[src/rtl/huffman_decoder_stream.sv]
// Streaming JPEG baseline Huffman decoder: multi-bit MSB-first input,
// registered canonical DC/AC luminance LUTs, (run, size, value) tuples out.

module huffman_canon_lut #(
    parameter int               NV   = 12,
    parameter logic [16*8-1:0]  BITS = '0,
    parameter logic [NV*8-1:0]  VALS = '0
) (
    input  logic        clk_in,
    input  logic        rst_n_in,
    input  logic [15:0] code_in,
    input  logic [5:0]  code_len_in,
    output logic        hit_out,
    output logic [4:0]  codesize_out,
    output logic [7:0]  symbol_out
);
    logic        hit_d, hit_q;
    logic [4:0]  len_d, len_q;
    logic [7:0]  sym_d, sym_q;
    logic [7:0]  idx;
    logic [7:0]  ofs;
    logic [17:0] first, t, n;

    // Canonical decode: codes of length l occupy [first, first+n) at that length.
    always_comb begin
        hit_d = 1'b0;
        len_d = '0;
        idx   = '0;
        ofs   = '0;
        first = '0;
        t     = '0;
        n     = '0;
        for (int l = 1; l <= 16; l++) begin
            n = {10'd0, BITS[(16-l)*8 +: 8]};
            t = {2'b00, code_in} >> (16 - l);
            if (!hit_d && (6'(l) <= code_len_in) && (t >= first) && ((t - first) < n)) begin
                hit_d = 1'b1;
                len_d = 5'(l);
                idx   = ofs + 8'(t - first);
            end
            first = (first + n) << 1;
            ofs   = ofs + n[7:0];
        end
        sym_d = VALS[(NV - 1 - int'(idx)) * 8 +: 8];
    end

    always_ff @(posedge clk_in or negedge rst_n_in) begin
        if (!rst_n_in) begin
            hit_q <= 1'b0;
            len_q <= '0;
            sym_q <= '0;
        end else begin
            hit_q <= hit_d;
            len_q <= len_d;
            sym_q <= sym_d;
        end
    end

    assign hit_out      = hit_q;
    assign codesize_out = len_q;
    assign symbol_out   = sym_q;
endmodule

module huffman_dc_lut (
    input  logic        clk_in,
    input  logic        rst_n_in,
    input  logic [15:0] code_in,
    input  logic [5:0]  code_len_in,
    output logic        hit_out,
    output logic [4:0]  codesize_out,
    output logic [7:0]  symbol_out
);
    huffman_canon_lut #(
        .NV   (12),
        .BITS (128'h00_01_05_01_01_01_01_01_01_00_00_00_00_00_00_00),
        .VALS (96'h00_01_02_03_04_05_06_07_08_09_0a_0b)
    ) u_lut (
        .clk_in       (clk_in),
        .rst_n_in     (rst_n_in),
        .code_in      (code_in),
        .code_len_in  (code_len_in),
        .hit_out      (hit_out),
        .codesize_out (codesize_out),
        .symbol_out   (symbol_out)
    );
endmodule

module huffman_ac_lut (
    input  logic        clk_in,
    input  logic        rst_n_in,
    input  logic [15:0] code_in,
    input  logic [5:0]  code_len_in,
    output logic        hit_out,
    output logic [4:0]  codesize_out,
    output logic [7:0]  symbol_out
);
    localparam logic [162*8-1:0] AC_VALS = {
        64'h01_02_03_00_04_11_05_12, 64'h21_31_41_06_13_51_61_07,
        64'h22_71_14_32_81_91_a1_08, 64'h23_42_b1_c1_15_52_d1_f0,
        64'h24_33_62_72_82_09_0a_16, 64'h17_18_19_1a_25_26_27_28,
        64'h29_2a_34_35_36_37_38_39, 64'h3a_43_44_45_46_47_48_49,
        64'h4a_53_54_55_56_57_58_59, 64'h5a_63_64_65_66_67_68_69,
        64'h6a_73_74_75_76_77_78_79, 64'h7a_83_84_85_86_87_88_89,
        64'h8a_92_93_94_95_96_97_98, 64'h99_9a_a2_a3_a4_a5_a6_a7,
        64'ha8_a9_aa_b2_b3_b4_b5_b6, 64'hb7_b8_b9_ba_c2_c3_c4_c5,
        64'hc6_c7_c8_c9_ca_d2_d3_d4, 64'hd5_d6_d7_d8_d9_da_e1_e2,
        64'he3_e4_e5_e6_e7_e8_e9_ea, 64'hf1_f2_f3_f4_f5_f6_f7_f8,
        16'hf9_fa
    };

    huffman_canon_lut #(
        .NV   (162),
        .BITS (128'h00_02_01_03_03_02_04_03_05_05_04_04_00_00_01_7d),
        .VALS (AC_VALS)
    ) u_lut (
        .clk_in       (clk_in),
        .rst_n_in     (rst_n_in),
        .code_in      (code_in),
        .code_len_in  (code_len_in),
        .hit_out      (hit_out),
        .codesize_out (codesize_out),
        .symbol_out   (symbol_out)
    );
endmodule

module huffman_decoder_stream #(
    parameter int  IN_W        = 8,
    parameter int  BUF_W       = 32,
    parameter int  BLOCK_LEN   = 64,
    parameter int  VALUE_W     = 11,
    parameter bit  SIGN_EXTEND = 1'b1,
    localparam int NB_W        = $clog2(IN_W + 1)
) (
    input  logic               clk_in,
    input  logic               rst_n_in,
    input  logic [IN_W-1:0]    data_in,
    input  logic [NB_W-1:0]    nbits_in,
    input  logic               valid_in,
    output logic               ready_out,
    input  logic               flush_in,
    output logic [VALUE_W-1:0] value_out,
    output logic [5:0]         run_out,
    output logic [4:0]         size_out,
    output logic               dc_out,
    output logic               eob_out,
    output logic               last_out,
    output logic               error_out,
    output logic               valid_out,
    input  logic               ready_in
);
    localparam int LEN_W = $clog2(BUF_W + 1);
    localparam int CNT_W = $clog2(BLOCK_LEN + 17);

    typedef enum logic [1:0] {
        S_DC_CODE,
        S_DC_VAL,
        S_AC_CODE,
        S_AC_VAL
    } state_t;

    state_t             st_q, st_d;
    logic [BUF_W-1:0]   buf_q, buf_d;
    logic [LEN_W-1:0]   len_q, len_d;
    logic [CNT_W-1:0]   cnt_q, cnt_d;
    logic [3:0]         run_q, run_d;
    logic [4:0]         size_q, size_d;
    logic               stale_q, stale_d;
    logic               err_q, err_d;
    logic               vld_q, vld_d;
    logic [VALUE_W-1:0] val_q, val_d;
    logic [5:0]         orun_q, orun_d;
    logic [4:0]         osize_q, osize_d;
    logic               dc_q, dc_d;
    logic               eob_q, eob_d;
    logic               last_q, last_d;

    logic [15:0]        code;
    logic [5:0]         code_len;
    logic               dc_hit, ac_hit;
    logic [4:0]         dc_csz, ac_csz;
    logic [7:0]         dc_sym, ac_sym;
    logic [4:0]         cons;
    logic               acc, advance, blk_end;
    logic [LEN_W-1:0]   shamt;
    logic [15:0]        mask, vbits;
    logic signed [16:0] sval;
    logic [VALUE_W-1:0] val_dec;
    logic [3:0]         ac_run;
    logic [CNT_W-1:0]   nxt;

    assign ready_out = rst_n_in && (len_q <= LEN_W'(BUF_W - IN_W));
    assign acc       = valid_in && ready_out && !flush_in;
    assign advance   = !vld_q || ready_in;

    // Top 16 valid bits, zero-padded below when fewer are buffered.
    assign code     = 16'({buf_q, 16'd0} >> len_q);
    assign code_len = (len_q >= LEN_W'(16)) ? 6'd16 : 6'(len_q);

    huffman_dc_lut u_dc_lut (
        .clk_in       (clk_in),
        .rst_n_in     (rst_n_in),
        .code_in      (code),
        .code_len_in  (code_len),
        .hit_out      (dc_hit),
        .codesize_out (dc_csz),
        .symbol_out   (dc_sym)
    );

    huffman_ac_lut u_ac_lut (
        .clk_in       (clk_in),
        .rst_n_in     (rst_n_in),
        .code_in      (code),
        .code_len_in  (code_len),
        .hit_out      (ac_hit),
        .codesize_out (ac_csz),
        .symbol_out   (ac_sym)
    );

    assign shamt = (len_q >= LEN_W'(size_q)) ? len_q - LEN_W'(size_q) : '0;
    assign mask  = 16'((17'd1 << size_q) - 17'd1);
    assign vbits = 16'(buf_q >> shamt) & mask;

    always_comb begin
        sval = '0;
        if (size_q != 5'd0) begin
            if (vbits[4'(size_q - 5'd1)])
                sval = {1'b0, vbits};
            else
                sval = $signed({1'b0, vbits}) - $signed({1'b0, mask});
        end
    end

    assign val_dec = SIGN_EXTEND ? VALUE_W'(sval) : VALUE_W'(vbits);
    assign ac_run  = (st_q == S_AC_VAL) ? run_q : ac_sym[7:4];
    assign nxt     = cnt_q + CNT_W'(ac_run) + CNT_W'(1);

    always_comb begin
        st_d    = st_q;
        cnt_d   = cnt_q;
        run_d   = run_q;
        size_d  = size_q;
        err_d   = err_q;
        vld_d   = vld_q;
        val_d   = val_q;
        orun_d  = orun_q;
        osize_d = osize_q;
        dc_d    = dc_q;
        eob_d   = eob_q;
        last_d  = last_q;
        cons    = '0;
        blk_end = 1'b0;
        if (advance) begin
            vld_d = 1'b0;
            unique case (st_q)
                S_DC_CODE: begin
                    if (!stale_q && dc_hit) begin
                        cons   = dc_csz;
                        cnt_d  = CNT_W'(1);
                        size_d = dc_sym[4:0];
                        if (dc_sym == 8'd0) begin
                            vld_d   = 1'b1;
                            val_d   = '0;
                            orun_d  = '0;
                            osize_d = '0;
                            dc_d    = 1'b1;
                            eob_d   = 1'b0;
                            last_d  = 1'b0;
                            st_d    = S_AC_CODE;
                        end else begin
                            st_d = S_DC_VAL;
                        end
                    end
                end
                S_DC_VAL: begin
                    if (len_q >= LEN_W'(size_q)) begin
                        cons    = size_q;
                        vld_d   = 1'b1;
                        val_d   = val_dec;
                        orun_d  = '0;
                        osize_d = size_q;
                        dc_d    = 1'b1;
                        eob_d   = 1'b0;
                        last_d  = 1'b0;
                        st_d    = S_AC_CODE;
                    end
                end
                S_AC_CODE: begin
                    if (!stale_q && ac_hit) begin
                        cons = ac_csz;
                        if (ac_sym == 8'h00) begin
                            vld_d   = 1'b1;
                            val_d   = '0;
                            orun_d  = 6'(CNT_W'(BLOCK_LEN) - cnt_q);
                            osize_d = '0;
                            dc_d    = 1'b0;
                            eob_d   = 1'b1;
                            last_d  = 1'b1;
                            st_d    = S_DC_CODE;
                        end else if (ac_sym[3:0] == 4'd0) begin
                            vld_d   = 1'b1;
                            val_d   = '0;
                            orun_d  = {2'b00, ac_sym[7:4]};
                            osize_d = '0;
                            dc_d    = 1'b0;
                            eob_d   = 1'b0;
                            blk_end = 1'b1;
                        end else begin
                            run_d  = ac_sym[7:4];
                            size_d = {1'b0, ac_sym[3:0]};
                            st_d   = S_AC_VAL;
                        end
                    end
                end
                S_AC_VAL: begin
                    if (len_q >= LEN_W'(size_q)) begin
                        cons    = size_q;
                        vld_d   = 1'b1;
                        val_d   = val_dec;
                        orun_d  = {2'b00, run_q};
                        osize_d = size_q;
                        dc_d    = 1'b0;
                        eob_d   = 1'b0;
                        blk_end = 1'b1;
                    end
                end
            endcase
            if (blk_end) begin
                cnt_d  = nxt;
                last_d = (nxt >= CNT_W'(BLOCK_LEN));
                st_d   = (nxt >= CNT_W'(BLOCK_LEN)) ? S_DC_CODE : S_AC_CODE;
                if (nxt > CNT_W'(BLOCK_LEN))
                    err_d = 1'b1;
            end
        end
        if (flush_in) begin
            st_d  = S_DC_CODE;
            cnt_d = '0;
            vld_d = 1'b0;
            err_d = 1'b0;
            cons  = '0;
        end
    end

    // Any consume invalidates the LUT result registered from the old window.
    always_comb begin
        stale_d = flush_in || (cons != 5'd0);
        buf_d   = buf_q;
        len_d   = len_q - LEN_W'(cons);
        if (acc) begin
            buf_d = (buf_q << nbits_in) | BUF_W'(data_in >> (IN_W - int'(nbits_in)));
            len_d = len_d + LEN_W'(nbits_in);
        end
        if (flush_in)
            len_d = '0;
    end

    always_ff @(posedge clk_in or negedge rst_n_in) begin
        if (!rst_n_in) begin
            st_q    <= S_DC_CODE;
            buf_q   <= '0;
            len_q   <= '0;
            cnt_q   <= '0;
            run_q   <= '0;
            size_q  <= '0;
            stale_q <= 1'b0;
            err_q   <= 1'b0;
            vld_q   <= 1'b0;
            val_q   <= '0;
            orun_q  <= '0;
            osize_q <= '0;
            dc_q    <= 1'b0;
            eob_q   <= 1'b0;
            last_q  <= 1'b0;
        end else begin
            st_q    <= st_d;
            buf_q   <= buf_d;
            len_q   <= len_d;
            cnt_q   <= cnt_d;
            run_q   <= run_d;
            size_q  <= size_d;
            stale_q <= stale_d;
            err_q   <= err_d;
            vld_q   <= vld_d;
            val_q   <= val_d;
            orun_q  <= orun_d;
            osize_q <= osize_d;
            dc_q    <= dc_d;
            eob_q   <= eob_d;
            last_q  <= last_d;
        end
    end

    assign value_out = val_q;
    assign run_out   = orun_q;
    assign size_out  = osize_q;
    assign dc_out    = dc_q;
    assign eob_out   = eob_q;
    assign last_out  = last_q;
    assign error_out = err_q;
    assign valid_out = vld_q;
endmodule

[config.mk]
export PLATFORM = sky130hd
export DESIGN_NAME = huffman_decoder_stream
export DESIGN_NICKNAME = d
export VERILOG_FILES = /design/src/rtl/huffman_decoder_stream.sv
export SDC_FILE = /design/constraint.sdc
export NUM_CORES = 1
export LEC_CHECK = 0
export ABC_CLOCK_PERIOD_IN_PS = 7300
export BUFFER_PORTS_ARGS = -buffer_cell sky130_fd_sc_hd__clkbuf_2
export CORE_UTILIZATION = 52
export DETAILED_ROUTE_END_ITERATION = 12
export PLACE_DENSITY_LB_ADDON = 0.25
export SETUP_SLACK_MARGIN = 0.15
export SLEW_MARGIN = 20
export SYNTH_ARGS = -nofsm -noshare
export SYNTH_HDL_FRONTEND = slang
export SYNTH_SLANG_ARGS = --single-unit
[constraint.sdc]
create_clock -name clk_in -period 7.3 [get_ports clk_in]
set_clock_uncertainty 0.05 [all_clocks]
set_input_delay 1.46 -clock clk_in [delete_from_list [all_inputs] [get_ports clk_in]]
set_output_delay 1.46 -clock clk_in [all_outputs]
set_load 0.02 [all_outputs]
== Word level (Yosys, flattened, before mapping) ==
Cells that the tools add are included.

* Register bits after elaboration: 112
* Latch bits: 0
* Bits in writable memories: 0
* ROM bits: 0
* Bits of input ports: 17
* Output and inout port bits: 28
* Word-level logic and storage cells: 533
* Memories: 0

* Add/sub/neg operators: 65
* $mul: 0
* Div/mod/pow operators: 0
* $lt $le $gt $ge: 78
* Equal/unequal tests: 21
* Shift-type cells: 7
* Multiplexer cells: 185
* Bitwise logic cells: 4
* Reductions and logical operators: 152

{| class="wikitable"
|+ Operator list
! kind !! count
|-
| indexed part select 1296 x 12 -> 8 bit, first input constant || 1
|-
| less-than comparator 18 x 1 -> 1 bit, second input constant || 15
|-
| 2-to-1 mux 8 bit || 28
|-
| 2-to-1 mux 5 bit || 33
|-
| less-than comparator 18 x 3 -> 1 bit, second input constant || 6
|-
| adder 4 x 8 -> 8 bit, first input constant || 12
|-
| indexed part select 96 x 12 -> 8 bit, first input constant || 1
|-
| logical AND 1 bit || 95
|-
| 2-to-1 mux 11 bit || 8
|-
| less-than comparator 18 x 2 -> 1 bit, second input constant || 4
|-
| 2-to-1 mux 6 bit || 11
|-
| 2-to-1 mux 1 bit || 63
|-
| <= comparator 4 x 6 -> 1 bit, first input constant || 8
|-
| right shift 48 x 6 -> 16 bit || 1
|-
| adder 6 x 8 -> 8 bit, first input constant || 5
|-
| 2-to-1 mux 7 bit || 5
|-
| subtractor 16 x 16 -> 17 bit, second input constant || 2
|-
| case mux 11 bit (3 select lines) || 1
|-
| greater-or-equal comparator 16 bit, second input constant || 2
|-
| zero test 1 bit || 32
|-
| 2-to-1 mux 2 bit || 16
|-
| OR 32 bit || 1
|-
| << shifter 32 x 4 -> 32 bit || 1
|-
| right shift 32 x 6 -> 16 bit || 1
|-
| 95 further kinds || 160
|}

== Longest topological paths before layout ==
* Depth after elaboration: 83
* Mapped depth: 40
* Mapped depth without buffers: 30

== Hierarchy ==
From an unflattened synthesis, not the netlist that was laid out.

* Cell total of the unflattened synthesis: 2513
* Area, all modules: 18864.3 µm²

{| class="wikitable"
|+ By module, submodules not included
! module !! times used !! cells each !! area an instance (µm²) !! sequential area each (µm²)
|-
| huffman_decoder_stream || 1 || 1506 || 11557.3 || 2102.0
|-
| huffman_canon_lut at u_ac_lut.u_lut || 1 || 802 || 5624.1 || 350.3
|-
| huffman_canon_lut at u_dc_lut.u_lut || 1 || 205 || 1682.9 || 225.2
|}

== Worst setup path before layout ==
OpenSTA, ideal clock, no wires.

* Kind: reg2reg
* Start point: register len_q[1]
* End point: register u_ac_lut.u_lut.sym_q[1] (netlist: u_ac_lut.u_lut.symbol_out[1])
* Library setup time: 0.130 ns
* Arrival time: 7.305 ns
* Required time: 7.120 ns
* Setup slack: -0.185 ns
* Stages on the path, launching flop included: 38
* Path buffers: 12
* Period minus slack after synthesis: 7.485 ns
* Cells stage by stage: dfrtp_1 buf_2 buf_6 buf_8 mux2i_1 mux2i_1 a32o_1 o21a_1 nor2_1 inv_1 buf_2 ha_1 clkbuf_1 and2_1 nand2_1 nor4_1 o32ai_1 a211oi_1 [2 not listed] a311o_1 nand3_1 o211ai_1 or2_1 buf_6 clkinv_2 clkbuf_1 clkbuf_1 ha_1 clkbuf_1 inv_1 clkbuf_1 clkbuf_1 a211oi_1 a31oi_1 o32ai_1 a211oi_1 o22ai_1

* Longest elaborated chain between the ends: 83
* Elaborated cells between the ends (all ways): 174
* Classes of those cells: 29 x add/sub; 49 x order compare; 2 x shift; 32 x mux; 62 x reduce/logical

{| class="wikitable"
|+ Ends and longest elaborated chain
! what !! line !! text
|-
| from (decl) || 163 || <nowiki>logic [LEN_W-1:0] len_q, len_d;</nowiki>
|-
| from (signal assigned) || 377 || <nowiki>len_q <= len_d;</nowiki>
|-
| greater-or-equal comparator 6 x 5 -> 1 bit || 197 || <nowiki>assign code_len = (len_q >= LEN_W'(16)) ? 6'd16 : 6'(len_q);</nowiki>
|-
| 2-to-1 mux 6 bit || 197 ||
|-
| <= comparator 1 x 6 -> 1 bit || 36 || <nowiki>if (!hit_d && (6'(l) <= code_len_in) && (t >= first) && ((t - first) < n)) begin</nowiki>
|-
| logical AND 1 bit (2 in a row) || 36 ||
|-
| 2-to-1 mux 1 bit || 36 ||
|-
| zero test 1 bit || 36 ||
|-
| logical AND 1 bit (3 in a row) || 36 ||
|-
| 2-to-1 mux 1 bit || 36 ||
|-
| [61 not listed] || -- ||
|-
| logical AND 1 bit (3 in a row) || 36 ||
|-
| 2-to-1 mux 1 bit || 36 ||
|-
| zero test 1 bit || 36 ||
|-
| logical AND 1 bit (3 in a row) || 36 ||
|-
| 2-to-1 mux 8 bit * || 36 ||
|-
| subtractor 8 x 8 -> 9 bit * || 44 || <nowiki>sym_d = VALS[(NV - 1 - int'(idx)) * 8 +: 8];</nowiki>
|-
| indexed part select 1296 x 12 -> 8 bit * || 44 ||
|-
| net u_ac_lut.u_lut.sym_d[1] || 19 || <nowiki>logic [7:0] sym_d, sym_q;</nowiki>
|-
| to (signal assigned) || 55 || <nowiki>sym_q <= sym_d;</nowiki>
|-
| to (decl) || 19 ||
|}

Mark *: on every way through the listed nets, which the timed path passes. The rest lies on a longest branch.
A chain may end at the register's enable or synchronous reset.

== Worst setup path in the final report ==
* Start point: register len_q[1]
* End point: register u_ac_lut.u_lut.sym_q[4] (netlist: u_ac_lut.u_lut.symbol_out[4])

The elaborated chain is that of the path after synthesis.

==> key figures <==
Synth
  • Dominant cell by count in the synthesized netlist: sky130_fd_sc_hd__nand2_1
  • Top FF cell, synth: sky130_fd_sc_hd__dfrtp_1
  • Instance count of the mapped netlist: 2,348
  • Cell area after technology mapping: 0.0178 mm2
  • Number of enable-type register cells in the synthesized netlist: 0
  • Share of synthesized registers carrying an async set or reset: 100%
  • Average cell area after synthesis: 7.56 um2
  • Net count after synthesis: 2,468
  • Warning count from the yosys run: 0
  • Synth top cells by count: 293 x sky130_fd_sc_hd__nand2_1, 203 x sky130_fd_sc_hd__nor2_1, 160 x sky130_fd_sc_hd__a21oi_1, 158 x sky130_fd_sc_hd__o21ai_0, 136 x sky130_fd_sc_hd__clkbuf_1
  • Dominant cells by area after synthesis: sky130_fd_sc_hd__dfrtp_1 15%, sky130_fd_sc_hd__mux4_2 7.5%, sky130_fd_sc_hd__ha_1 7.0%, sky130_fd_sc_hd__mux2i_1 6.9%, sky130_fd_sc_hd__nand2_1 6.2%
  • Number of distinct library cells after synthesis: 117
  • Post-synth top area cell: sky130_fd_sc_hd__dfrtp_1
  • #FFs+latches synth: 107
  • Area fraction of the dominant cell type after synthesis: 15.1%
  • Sequential share of the synthesized area: 15.1%

Place
  • Number of buffers added on ports: 44
  • Final Wtd Congestion: 1.07
  • DP Wirelength: 53,400 um
  • Area of placed instances: 0.0192 mm2

Setup path
  • Signal arrival time at the worst endpoint: 7140 ps
  • Kind of critical path: reg2reg
  • Crit end category: register
  • Required arrival time at the worst endpoint: 7530 ps
  • Worst setup SP type: register
  • Cells on worst reg2reg path: 27
  • Max Fanout on Critical Path: 14

Clocking
  • Quantity of hold-fixing buffers added after cts: 0
  • Clock transition at the register clock pins on the worst setup and hold paths after CTS: 80 ps
  • Clock insertion delay at the later pin of the skew report: 370 ps
  • Clock tree from TritonCTS: built
  • CTS max path bufs: 2
  • H-tree levels: 3
  • Cell chosen for the clock root: sky130_fd_sc_hd__clkbuf_16
  • Clock Sink Count: 107
  • Clock buffer count from CTS: 9

Die
  • Die Span Y: 187 um
  • FP Rows: 67
  • Horiz. Die Dim: 187 um
  • Area of the die: 0.0349 mm2
  • Initial Utilization: 52.9%
  • I/O pins: 45
  • Core area: 0.0335 mm2

Global routing
  • Antenna violations before repair: 0
  • Vias in the first global route: 18,600
  • GR Overflow Total: 0
  • Global-route wire length before repair: 109,000 um
  • Largest net degree at the start of global routing: 68
  • Overall fraction of global-route tracks in use: 39.3%

Timing
  • Tcrit/Tclk final: 94.8%
  • Unrepaired setup endpoints after global routing: false
  • Total setup violations reported at the end of the flow: 0
  • Slew Limit Headroom: 32.6%
  • Accumulated negative setup slack: 0 ps
  • Final number of hold-violating endpoints: 0
  • Least-Margin Pin Slew: 1010 ps
  • Fmax achieved: 145 MHz
  • Min Clock Period, post-route: 6920 ps
  • Fin. max-slew vios: 0

Power
  • Tot Pwr: 9500 uW
  • Total power density per cell area: 477 mW/mm2
  • Largest vdd supply drop: 0.000362 V
  • Static Leak: 0.00810 uW

Drt
  • Post-detailed-route count of antenna-violating nets: 0
  • Vias after detailed routing: 19,600
  • Avg WL per Cell: 24.4 um
  • First-iteration detailed-routing DRC count: 2,356
  • First-pass DRT Iterations: 8
  • Number of DRC violations after detailed routing: 0
  • Post-Route WL: 69,900 um
  • Vias per std cell: 6.82

Run status
  • Result of the run: complete, no violations

Layout
  • Count of nets after finishing: 2,536
  • Antenna diodes: 0
  • Fraction of final layout cells sized beyond drive strength 1: 19.8%
  • Cell area after layout: 0.0199 mm2
  • Synthesis-to-finish area growth: 12.1%

Hold path
  • Min-Delay Path Depth: 2
  • Path class of the lowest-slack min-delay path: reg2reg

Run
  • Max-cap check violation count: 0
-- power breakdown --
group          total (uW)  leakage (uW)  switching, uW  internal (uW)
registers             915       0.00144            192            723
logic                8070       0.00651           4980           3090
clock network         519      0.000147            266            253
total                9500       0.00810           5440           4060
-- through the flow --
stage                     util, %  cells  worst slack (ps)  hold WS, ps
final                        59.4   2869               381          430
after global routing         59.4   2869              89.8          472
after CTS                    58.3   2857               166          437
after floorplan                 -   2348               228          419
after global placement       57.2   2835               256          413
after detailed placement     57.2   2835              75.7          420
-- placed cells by master, fill, tap and decap left out, types with 34 or more instances in the layout --
| master | count |
|---|---|
| sky130_fd_sc_hd__nand2_1 | 288 |
| sky130_fd_sc_hd__nand3_1 | 87 |
| sky130_fd_sc_hd__xnor2_1 | 70 |
| sky130_fd_sc_hd__nor2_1 | 195 |
| sky130_fd_sc_hd__dfrtp_1 | 106 |
| sky130_fd_sc_hd__inv_1 | 71 |
| sky130_fd_sc_hd__buf_4 | 181 |
| sky130_fd_sc_hd__a21oi_1 | 158 |
| sky130_fd_sc_hd__mux2_2 | 39 |
| sky130_fd_sc_hd__mux2i_1 | 117 |
| sky130_fd_sc_hd__clkbuf_2 | 43 |
| sky130_fd_sc_hd__nor3_1 | 61 |
| sky130_fd_sc_hd__ha_1 | 92 |
| sky130_fd_sc_hd__o21ai_0 | 157 |
| sky130_fd_sc_hd__o22ai_1 | 34 |
| sky130_fd_sc_hd__mux4_2 | 59 |
-- cells by family after synthesis --
| family | synth area share [%] |
|---|---|
| simple gates | 23.2 |
| compound gates | 25.6 |
| buf+inv | 6.21 |
| mux | 17.3 |
| flops | 15.1 |
| fa+ha+maj | 7.48 |
| xor+xnor | 5.12 |
-- state kept, by name (all words and copies together) (netlist names) --
name                         flops
run_q                            4
u_ac_lut.u_lut.symbol_out        8
u_ac_lut.u_lut.hit_out           1
error_out                        1
run_out                          6
u_dc_lut.u_lut.codesize_out      4
size_out                         5
u_dc_lut.u_lut.symbol_out        4
size_q                           5
u_ac_lut.u_lut.codesize_out      5
dc_out                           1
u_dc_lut.u_lut.hit_out           1
valid_out                        1
buf_q                           32
eob_out                          1
stale_q                          1
cnt_q                            7
st_q                             2
last_out                         1
len_q                            6
value_out                       11
-- timing repair --
item	4_1_cts	5_1_grt
resized for setup	2	65
pin swaps	0	4
cloned	0	1
setup buffers	6	10
setup endpoints to repair	2	9
-- worst max-delay path, cell delays in order (launching register included) --
cell and delay [ps]:
sky130_fd_sc_hd__dfrtp_2 440, sky130_fd_sc_hd__buf_2 210, sky130_fd_sc_hd__buf_4 150, sky130_fd_sc_hd__mux2_2 370
sky130_fd_sc_hd__mux4_2 540, sky130_fd_sc_hd__o22ai_1 300, sky130_fd_sc_hd__a221oi_4 90, sky130_fd_sc_hd__buf_6 190
sky130_fd_sc_hd__buf_4 210, sky130_fd_sc_hd__ha_1 250, sky130_fd_sc_hd__nor2_1 100, sky130_fd_sc_hd__nand3_1 150
sky130_fd_sc_hd__a21oi_1 430, sky130_fd_sc_hd__and2_1 330, sky130_fd_sc_hd__a21oi_1 90, sky130_fd_sc_hd__o211ai_1 310
sky130_fd_sc_hd__o31ai_1 160, sky130_fd_sc_hd__o21a_1 160, sky130_fd_sc_hd__or2_1 260, sky130_fd_sc_hd__clkinv_2 70
sky130_fd_sc_hd__ha_2 250, sky130_fd_sc_hd__and2_1 190, sky130_fd_sc_hd__o211ai_2 170, sky130_fd_sc_hd__a21oi_2 270
sky130_fd_sc_hd__xnor2_1 210, sky130_fd_sc_hd__and4_4 320, sky130_fd_sc_hd__or4b_1 440, sky130_fd_sc_hd__o211ai_1 110
-- layout make-up --
cell class	instances	area, um2
Multi-Input combinational cell	1974	14300
Fill cell	3059	13600
Sequential cell	107	2680
Timing Repair Buffer	238	1780
Tap cell	448	561
Inverter	86	328
Clock buffer	10	239
Clock inverter	6	66.3
-- routing by layer --
| layer | vias to the layer above | wire length (um) | global-route usage (%) |
|---|---|---|---|
| li1 | 8840 | - | - |
| met2 | 1162 | 32300 | 64.3 |
| met1 | 9323 | 27900 | 51.8 |
| met5 | - | 0 | 0 |
| met4 | 0 | 3880 | 19.6 |
| met3 | 232 | 5840 | 3.99 |
-- final timing paths --
kind	from	end	slack (ps)
max reg2reg	len_q[1]$_DFF_PN0_	u_ac_lut.u_lut.symbol_out[4]$_DFF_PN0_	380
max	len_q[1]$_DFF_PN0_	u_ac_lut.u_lut.symbol_out[4]$_DFF_PN0_	380
min reg2reg	value_out[6]$_DFFE_PN0P_	value_out[6]$_DFFE_PN0P_	430
min in group asynchronous	rst_n_in	value_out[9]$_DFFE_PN0P_	1030
min	value_out[6]$_DFFE_PN0P_	value_out[6]$_DFFE_PN0P_	430
max in group asynchronous	rst_n_in	valid_out$_DFFE_PN0P_	4850
Power figures use the tool's default switching activity.
